**config.mk**
```make
export PLATFORM = sky130hd
export DESIGN_NAME = adder_fu_seq_flat
export DESIGN_NICKNAME = d
export VERILOG_FILES = /design/src/rtl/adder_fu_pkg.sv /design/src/rtl/adder_fu_seq_if.sv /design/src/rtl/cfg_prog_mem.sv /design/src/rtl/adder_fu_seq.sv /design/src/flat_wrapper.sv
export SDC_FILE = /design/constraint.sdc
export NUM_CORES = 1
export LEC_CHECK = 0
export ABC_AREA = 1
export CAP_MARGIN = 20
export CORE_UTILIZATION = 30
export CTS_CLUSTER_DIAMETER = 100
export DETAILED_ROUTE_END_ITERATION = 7
export GPL_TIMING_DRIVEN = 1
export SETUP_SLACK_MARGIN = 0.4
export SLEW_MARGIN = 40
export SYNTH_ARGS = -nofsm -noshare
export SYNTH_HDL_FRONTEND = slang
export SYNTH_SLANG_ARGS = --single-unit
```
**constraint.sdc**
```tcl
create_clock -name clk -period 2.3 [get_ports clk]
set_input_delay 0.345 -clock clk [delete_from_list [all_inputs] [get_ports clk]]
set_output_delay 0.345 -clock clk [all_outputs]
set_load 0.03 [all_outputs]
```
**src/rtl/adder_fu_pkg.sv**
```systemverilog
// Shared types and constants for the adder FU sequencer.
package adder_fu_pkg;

    // Adder lane modes; encoding 2'b10 is reserved and rejected.
    typedef enum logic [1:0] {
        MODE_4X16 = 2'd0,
        MODE_2X32 = 2'd1,
        MODE_1X64 = 2'd3
    } adder_mode_e;

    localparam logic [1:0] MODE_INVALID = 2'b10;

    // Config word fields.
    localparam int unsigned CFG_W        = 16;
    localparam int unsigned CFG_MODE_LSB = 0;
    localparam int unsigned CFG_MODE_W   = 2;
    localparam int unsigned CFG_DEST_LSB = 2;
    localparam int unsigned CFG_DEST_W   = 4;

    typedef enum logic [2:0] {
        IDLE,
        FETCH,
        WAIT_OP,
        RUN,
        RESULT
    } seq_state_e;

    localparam logic [1:0] ERR_NONE    = 2'b00;
    localparam logic [1:0] ERR_MODE    = 2'b01;
    localparam logic [1:0] ERR_TIMEOUT = 2'b10;

    function automatic logic mode_valid(input logic [1:0] mode);
        return mode inside {MODE_4X16, MODE_2X32, MODE_1X64};
    endfunction

endpackage

```
**src/rtl/adder_fu_seq_if.sv**
```systemverilog
// Operand, FU and result-routing signals between the sequencer and the tile.
interface adder_fu_seq_if #(
    parameter int unsigned aw = 3
) ();
    import adder_fu_pkg::*;

    logic                  op_valid;
    logic                  op_ready;
    logic                  fu_on_off;
    logic [CFG_W-1:0]      fu_config;
    logic                  fu_ack;
    logic [CFG_DEST_W-1:0] fu_dest_info;
    logic                  res_valid;
    logic                  res_ready;
    logic [CFG_DEST_W-1:0] res_dest;
    logic [aw-1:0]         res_index;

    modport master (
        input  op_valid,
        output op_ready,
        output fu_on_off,
        output fu_config,
        input  fu_ack,
        input  fu_dest_info,
        output res_valid,
        input  res_ready,
        output res_dest,
        output res_index
    );

    modport slave (
        output op_valid,
        input  op_ready,
        input  fu_on_off,
        input  fu_config,
        output fu_ack,
        output fu_dest_info,
        input  res_valid,
        output res_ready,
        input  res_dest,
        input  res_index
    );

endinterface

```
**src/rtl/cfg_prog_mem.sv**
```systemverilog
// Program store: one write port, one asynchronous read port, no reset.
module cfg_prog_mem
    import adder_fu_pkg::*;
#(
    parameter int unsigned depth = 8,
    parameter int unsigned aw    = 3
) (
    input  logic             clk,
    input  logic             we,
    input  logic [aw-1:0]    waddr,
    input  logic [CFG_W-1:0] wdata,
    input  logic [aw-1:0]    raddr,
    output logic [CFG_W-1:0] rdata
);

    logic [CFG_W-1:0] mem [depth];

    // Write port.
    always_ff @(posedge clk) begin
        if (we) begin
            mem[waddr] <= wdata;
        end
    end

    assign rdata = mem[raddr];

endmodule

```
**src/rtl/adder_fu_seq.sv**
```systemverilog
// Sequencer stepping the adder FU through a stored program of config words.
module adder_fu_seq
    import adder_fu_pkg::*;
#(
    parameter  int unsigned prog_depth     = 8,
    parameter  int unsigned timeout_cycles = 15,
    localparam int unsigned aw             = $clog2(prog_depth)
) (
    input  logic             clk,
    input  logic             reset,
    input  logic             prog_we,
    input  logic [aw-1:0]    prog_addr,
    input  logic [CFG_W-1:0] prog_data,
    input  logic [aw:0]      prog_len,
    input  logic             start,
    input  logic             loop_en,
    input  logic             abort,
    adder_fu_seq_if.master   bus,
    output logic             busy,
    output logic             done,
    output logic             err,
    output logic [1:0]       err_code
);

    localparam int unsigned   CntW     = $clog2(timeout_cycles + 1);
    localparam logic [CntW-1:0] CntLast = CntW'(timeout_cycles - 1);
    localparam logic [aw:0]   DepthLen = (aw + 1)'(prog_depth);

    seq_state_e            state_q;
    logic [aw-1:0]         pc_q;
    logic [aw:0]           len_q;
    logic                  loop_q;
    logic [CFG_W-1:0]      cfg_q;
    logic [CFG_W-1:0]      fu_config_q;
    logic [CntW-1:0]       cnt_q;
    logic [CFG_DEST_W-1:0] res_dest_q;
    logic [aw-1:0]         res_index_q;
    logic                  done_q;
    logic                  err_q;
    logic [1:0]            err_code_q;

    logic [CFG_W-1:0]      rd_data;
    logic [aw:0]           pc_inc;
    seq_state_e            adv_state;
    logic [aw-1:0]         adv_pc;
    logic                  adv_done;

    cfg_prog_mem #(
        .depth (prog_depth),
        .aw    (aw)
    ) u_mem (
        .clk   (clk),
        .we    (prog_we && !busy),
        .waddr (prog_addr),
        .wdata (prog_data),
        .raddr (pc_q),
        .rdata (rd_data)
    );

    // Where the sequencer goes after finishing (or skipping) the current entry.
    always_comb begin
        pc_inc    = {1'b0, pc_q} + 1'b1;
        adv_state = FETCH;
        adv_pc    = pc_q + 1'b1;
        adv_done  = 1'b0;
        if (pc_inc >= len_q) begin
            adv_pc = '0;
            if (!loop_q) begin
                adv_state = IDLE;
                adv_done  = 1'b1;
            end
        end
    end

    // Main sequencer FSM; abort overrides every other input but keeps err.
    always_ff @(posedge clk or posedge reset) begin
        if (reset) begin
            state_q     <= IDLE;
            pc_q        <= '0;
            len_q       <= '0;
            loop_q      <= 1'b0;
            cfg_q       <= '0;
            fu_config_q <= '0;
            cnt_q       <= '0;
            res_dest_q  <= '0;
            res_index_q <= '0;
            done_q      <= 1'b0;
            err_q       <= 1'b0;
            err_code_q  <= ERR_NONE;
        end else begin
            done_q <= 1'b0;
            if (abort) begin
                state_q <= IDLE;
            end else begin
                unique case (state_q)
                    IDLE: begin
                        if (start) begin
                            if (prog_len == '0) begin
                                done_q <= 1'b1;
                            end else begin
                                len_q      <= (prog_len > DepthLen) ? DepthLen : prog_len;
                                loop_q     <= loop_en;
                                pc_q       <= '0;
                                err_q      <= 1'b0;
                                err_code_q <= ERR_NONE;
                                state_q    <= FETCH;
                            end
                        end
                    end
                    FETCH: begin
                        cfg_q <= rd_data;
                        if (!mode_valid(rd_data[CFG_MODE_LSB +: CFG_MODE_W])) begin
                            err_q <= 1'b1;
                            if (err_code_q == ERR_NONE) err_code_q <= ERR_MODE;
                            state_q <= adv_state;
                            pc_q    <= adv_pc;
                            done_q  <= adv_done;
                        end else begin
                            state_q <= WAIT_OP;
                        end
                    end
                    WAIT_OP: begin
                        if (bus.op_valid) begin
                            fu_config_q <= cfg_q;
                            cnt_q       <= '0;
                            state_q     <= RUN;
                        end
                    end
                    RUN: begin
                        cnt_q <= cnt_q + 1'b1;
                        // An ack on the last allowed cycle still counts as success.
                        if (bus.fu_ack) begin
                            res_dest_q  <= bus.fu_dest_info;
                            res_index_q <= pc_q;
                            state_q     <= RESULT;
                        end else if (cnt_q == CntLast) begin
                            err_q <= 1'b1;
                            if (err_code_q == ERR_NONE) err_code_q <= ERR_TIMEOUT;
                            state_q <= adv_state;
                            pc_q    <= adv_pc;
                            done_q  <= adv_done;
                        end
                    end
                    RESULT: begin
                        if (bus.res_ready) begin
                            state_q <= adv_state;
                            pc_q    <= adv_pc;
                            done_q  <= adv_done;
                        end
                    end
                    default: state_q <= IDLE;
                endcase
            end
        end
    end

    assign bus.op_ready  = (state_q == WAIT_OP);
    assign bus.fu_on_off = (state_q == RUN);
    assign bus.fu_config = fu_config_q;
    assign bus.res_valid = (state_q == RESULT);
    assign bus.res_dest  = res_dest_q;
    assign bus.res_index = res_index_q;
    assign busy          = (state_q != IDLE);
    assign done          = done_q;
    assign err           = err_q;
    assign err_code      = err_code_q;

endmodule

```
**src/flat_wrapper.sv**
```systemverilog
// flat-port wrapper written by rule: the top's interface ports become plain ports
module adder_fu_seq_flat import adder_fu_pkg::*;
#(
    parameter  int unsigned prog_depth     = 8,
    parameter  int unsigned timeout_cycles = 15,
    localparam int unsigned aw             = $clog2(prog_depth)
)
  (clk, reset, prog_we, prog_addr, prog_data, prog_len, start, loop_en, abort, busy, done, err, err_code, bus_op_valid, bus_op_ready, bus_fu_on_off, bus_fu_config, bus_fu_ack, bus_fu_dest_info, bus_res_valid, bus_res_ready, bus_res_dest, bus_res_index);
  adder_fu_seq_if #(.aw((3))) bus_i ();
  input  logic clk;
  input  logic reset;
  input  logic prog_we;
  input  logic [aw-1:0] prog_addr;
  input  logic [CFG_W-1:0] prog_data;
  input  logic [aw:0] prog_len;
  input  logic start;
  input  logic loop_en;
  input  logic abort;
  output logic busy;
  output logic done;
  output logic err;
  output logic [1:0] err_code;
  input wire logic [$bits(bus_i.op_valid)-1:0] bus_op_valid;
  output wire logic [$bits(bus_i.op_ready)-1:0] bus_op_ready;
  output wire logic [$bits(bus_i.fu_on_off)-1:0] bus_fu_on_off;
  output wire logic [$bits(bus_i.fu_config)-1:0] bus_fu_config;
  input wire logic [$bits(bus_i.fu_ack)-1:0] bus_fu_ack;
  input wire logic [$bits(bus_i.fu_dest_info)-1:0] bus_fu_dest_info;
  output wire logic [$bits(bus_i.res_valid)-1:0] bus_res_valid;
  input wire logic [$bits(bus_i.res_ready)-1:0] bus_res_ready;
  output wire logic [$bits(bus_i.res_dest)-1:0] bus_res_dest;
  output wire logic [$bits(bus_i.res_index)-1:0] bus_res_index;
  assign bus_i.op_valid = bus_op_valid;
  assign bus_op_ready = bus_i.op_ready;
  assign bus_fu_on_off = bus_i.fu_on_off;
  assign bus_fu_config = bus_i.fu_config;
  assign bus_i.fu_ack = bus_fu_ack;
  assign bus_i.fu_dest_info = bus_fu_dest_info;
  assign bus_res_valid = bus_i.res_valid;
  assign bus_i.res_ready = bus_res_ready;
  assign bus_res_dest = bus_i.res_dest;
  assign bus_res_index = bus_i.res_index;
  adder_fu_seq #(.prog_depth(prog_depth), .timeout_cycles(timeout_cycles)) u_core (.clk(clk), .reset(reset), .prog_we(prog_we), .prog_addr(prog_addr), .prog_data(prog_data), .prog_len(prog_len), .start(start), .loop_en(loop_en), .abort(abort), .bus(bus_i), .busy(busy), .done(done), .err(err), .err_code(err_code));
endmodule
```
==> metrics <==
outcome finished, final reports clean; area of the multi-input gates roughly 0.002 mm^2; Placement Rows 57; Synth area leaders edfxtp_1 (50%), dfrtp_1 (19%), o21ai_0 (6.0%), nand2_1 (4.5%), nor2_1 (3.8%); Final Cycle Share 80.5%; fin crit period approximately 1900 ps; CP Capture Type output pin; delay-heaviest family, CP buffers and inverters; largest fanout on the critical path 3; ANT nets after route 0; Critical path buffers and inverters 1; Commonest cells post-synth edfxtp_1 (128), o21ai_0 (92), nand2_1 (91); EDFF count, synth ~130; clk sink count ~190; DR iter-0 viols roughly 390; Worst-Margin Slew 394 ps; fmax about 0.54 GHz; asr flop ratio synth between 30% and 40%; pwr dens 1040 mW/mm^2; Final Util between 30 and 40%; vias in the first global route ~5,000; Lkg Pwr around 3.7 nW; final wirelength approximately 17 mm; DP Wirelength 10.3 mm; Startpoint Class flip-flop; CP peak stage delay 690 ps; clk slew on worst S/H paths roughly 70 ps; largest area contributor in the netlist edfxtp_1; IO Pins 67; type of the worst min-delay path primary input to async pin; Remaining DRCs 0; CTS tree yes; stages on the worst setup path 1; clk_skew 13.7 ps; path depth of the worst reg2reg path 12; Total Routing Usage GR a little over an eighth; Max Slew Vio Count 0; crit path cell chain clkdlybuf4s50_1; Finished Layout Cells about 1,100; crit path from u_core.err_code[0]; synthesized cell area ~0.0076 mm^2; vias per cell 4.69; CTS max path bufs 2; total power draw about 9.9 mW; Syn Nets 700; Final setup viols 0; final setup TNS 0 ps; initial antenna violation count 2; top-area cell type share of the netlist area between 50% and 60%; nets just under 800; MaxCap Viol Count 0; routed len/inst between 15 and 20 um; GRT overflow 0; cell with the most instances after synthesis edfxtp_1; Die Y around 160 um; Hold WS around 300 ps; core area approximately 0.025 mm^2; FILL cells between 2,000 and 2,500; Worst VDD drop ~0.56 mV; Synth Warn # 0; pin count of the biggest net entering global routing 65; FF-to-FF setup slack between 500 and 600 ps; CTS H-tree depth 4; placed cells 1,035; Unique masters post-synth 35; RSZ-0062 raised after global routing yes; Reg-to-Reg Start u_core.pc_q[0]; FF/Latch Area approximately 0.0053 mm^2; First-pass DRT Iterations 5; Seq/Total Area, Yosys 69.5%; Clk Latency, worst-skew pair 430 ps; dominant synthesized flop cell edfxtp_1; Worst R2R End u_core.pc_q[0]; CP arrival about 1500 ps; Synth Register Bits around 190; via count around 5,000; crit path kind flip-flop to output pin; crit path to err_code[0]; Post-Synthesis Cells between 600 and 700; slowest CP cell clkdlybuf4s50_1; relative slew slack between 70% and 80%; Final Hold Viols 0; Root Buffer clkbuf_16; worst endpoint required time 1960 ps; first-pass GRT wire length roughly 27 mm; CTS hold repair buffers 0; Area Growth Syn to Fin 24.7%; mean area per synthesized cell 11.6 um^2; CTS Buf Count 17; Initial Util approximately 31%; Die Span X 161 um; die area between 0.02 and 0.03 mm^2; number of port buffers 66; GP Congestion roughly 0.81; share of cells above drive strength 1 11.0%
==> power by group <==
| group | total, mW | internal, mW | switching, mW | leakage [nW] |
|---|---|---|---|---|
| Clock | 2.97 | 1.58 | 1.40 | 0.298 |
| Combinational | 2.64 | 0.989 | 1.66 | 1.48 |
| Sequential | 4.30 | 4.07 | 0.236 | 1.90 |
| Total | 9.92 | 6.63 | 3.29 | 3.68 |
==> worst min path at each step <==
stage | slack, ps | to | start
finish | 300 | u_core.cfg_q[14] | reset
CTS | 300 | u_core.bus.fu_config[7] | reset
global placement | 470 | u_core.bus.fu_config[2] | u_core.bus.fu_config[2]
floorplan | 410 | u_core.done | abort
detailed placement | 470 | u_core.bus.res_index[0] | u_core.bus.res_index[0]
global route | 320 | u_core.bus.fu_config[7] | reset
==> registers in the layout, summed over array words and instances (netlist names) <==
register / count
u_core.len_q: 4
u_core.err: 1
u_core.pc_q: 3
u_core.bus.fu_config: 16
u_core.bus.res_index: 3
u_core.err_code: 2
u_core.cnt_q: 4
u_core.loop_q: 1
u_core.cfg_q: 16
u_core.u_mem.mem: 128
u_core.bus.res_dest: 4
u_core.state_q: 3
u_core.done: 1
==> logic make-up (layout without fill, tap and decap cells) <==
group           after synthesis  count (layout)  share of synthesized area, %
fa+ha+maj                     7               7                          1.15
compound gates              150             150                          11.4
buf+inv                      95             184                          5.14
other cells                   0               1                             0
simple gates                213             213                          11.9
xor+xnor                      1               1                         0.115
mux                           5               5                         0.739
flops                       186             186                          69.5
==> cell type report <==
| cell class | instances | area share (%) |
|---|---|---|
| repair buffers | 88 | 10.3 |
| inverters | 64 | 2.61 |
| flip-flops and latches | 186 | 55.7 |
| well taps | 324 | 4.27 |
| clock buffers | 17 | 4.48 |
| diodes | 1 | 0.0263 |
| multi-input cells | 376 | 20.6 |
| clock inverters | 15 | 1.99 |
==> per-stage QoR <==
stage                     worst slack (ps)  cell area [um^2]
after floorplan                        190              7620
after global placement                 348              8800
after detailed placement               353              8800
after CTS                              403              9410
after global routing                   348              9500
final                                  450              9500
==> layer usage <==
layer | vias to the layer above | part of all wire (%) | global-route usage [%]
met5 | - | 0.065 | 0
met4 | 2 | 1.0 | 4.16
met3 | 13 | 5.7 | 3.93
met2 | 134 | 46 | 21.0
met1 | 2426 | 47 | 18.5
li1 | 2448 | - | -
==> timing repair <==
action,CTS,global route
resized for setup,17,17
endpoints found under the hold margin,0,0
cloned,0,1
buffers inserted,0,2
endpoints found under the setup margin,7,77
==> placed cells by master, fill, tap and decap left out, drive strengths merged <==
cell type / instances
nand3: 33
clkbuf: 19
clkinv: 5
dlymetal6s2s: 1
bufinv: 1
clkinvlp: 1
diode: 1
nand2: 94
edfxtp: 128
mux2: 5
o21ai: 103
a22o: 3
o22ai: 6
nand4: 3
a21oi: 10
clkdlybuf4s15: 1
nor3: 1
nor2: 81
ha: 7
clkdlybuf4s50: 61
xor2: 1
buf: 23
o211ai: 6
o221ai: 22
or2: 1
inv: 72
dfrtp: 58
Note: power is estimated with default switching activity, not from simulation.
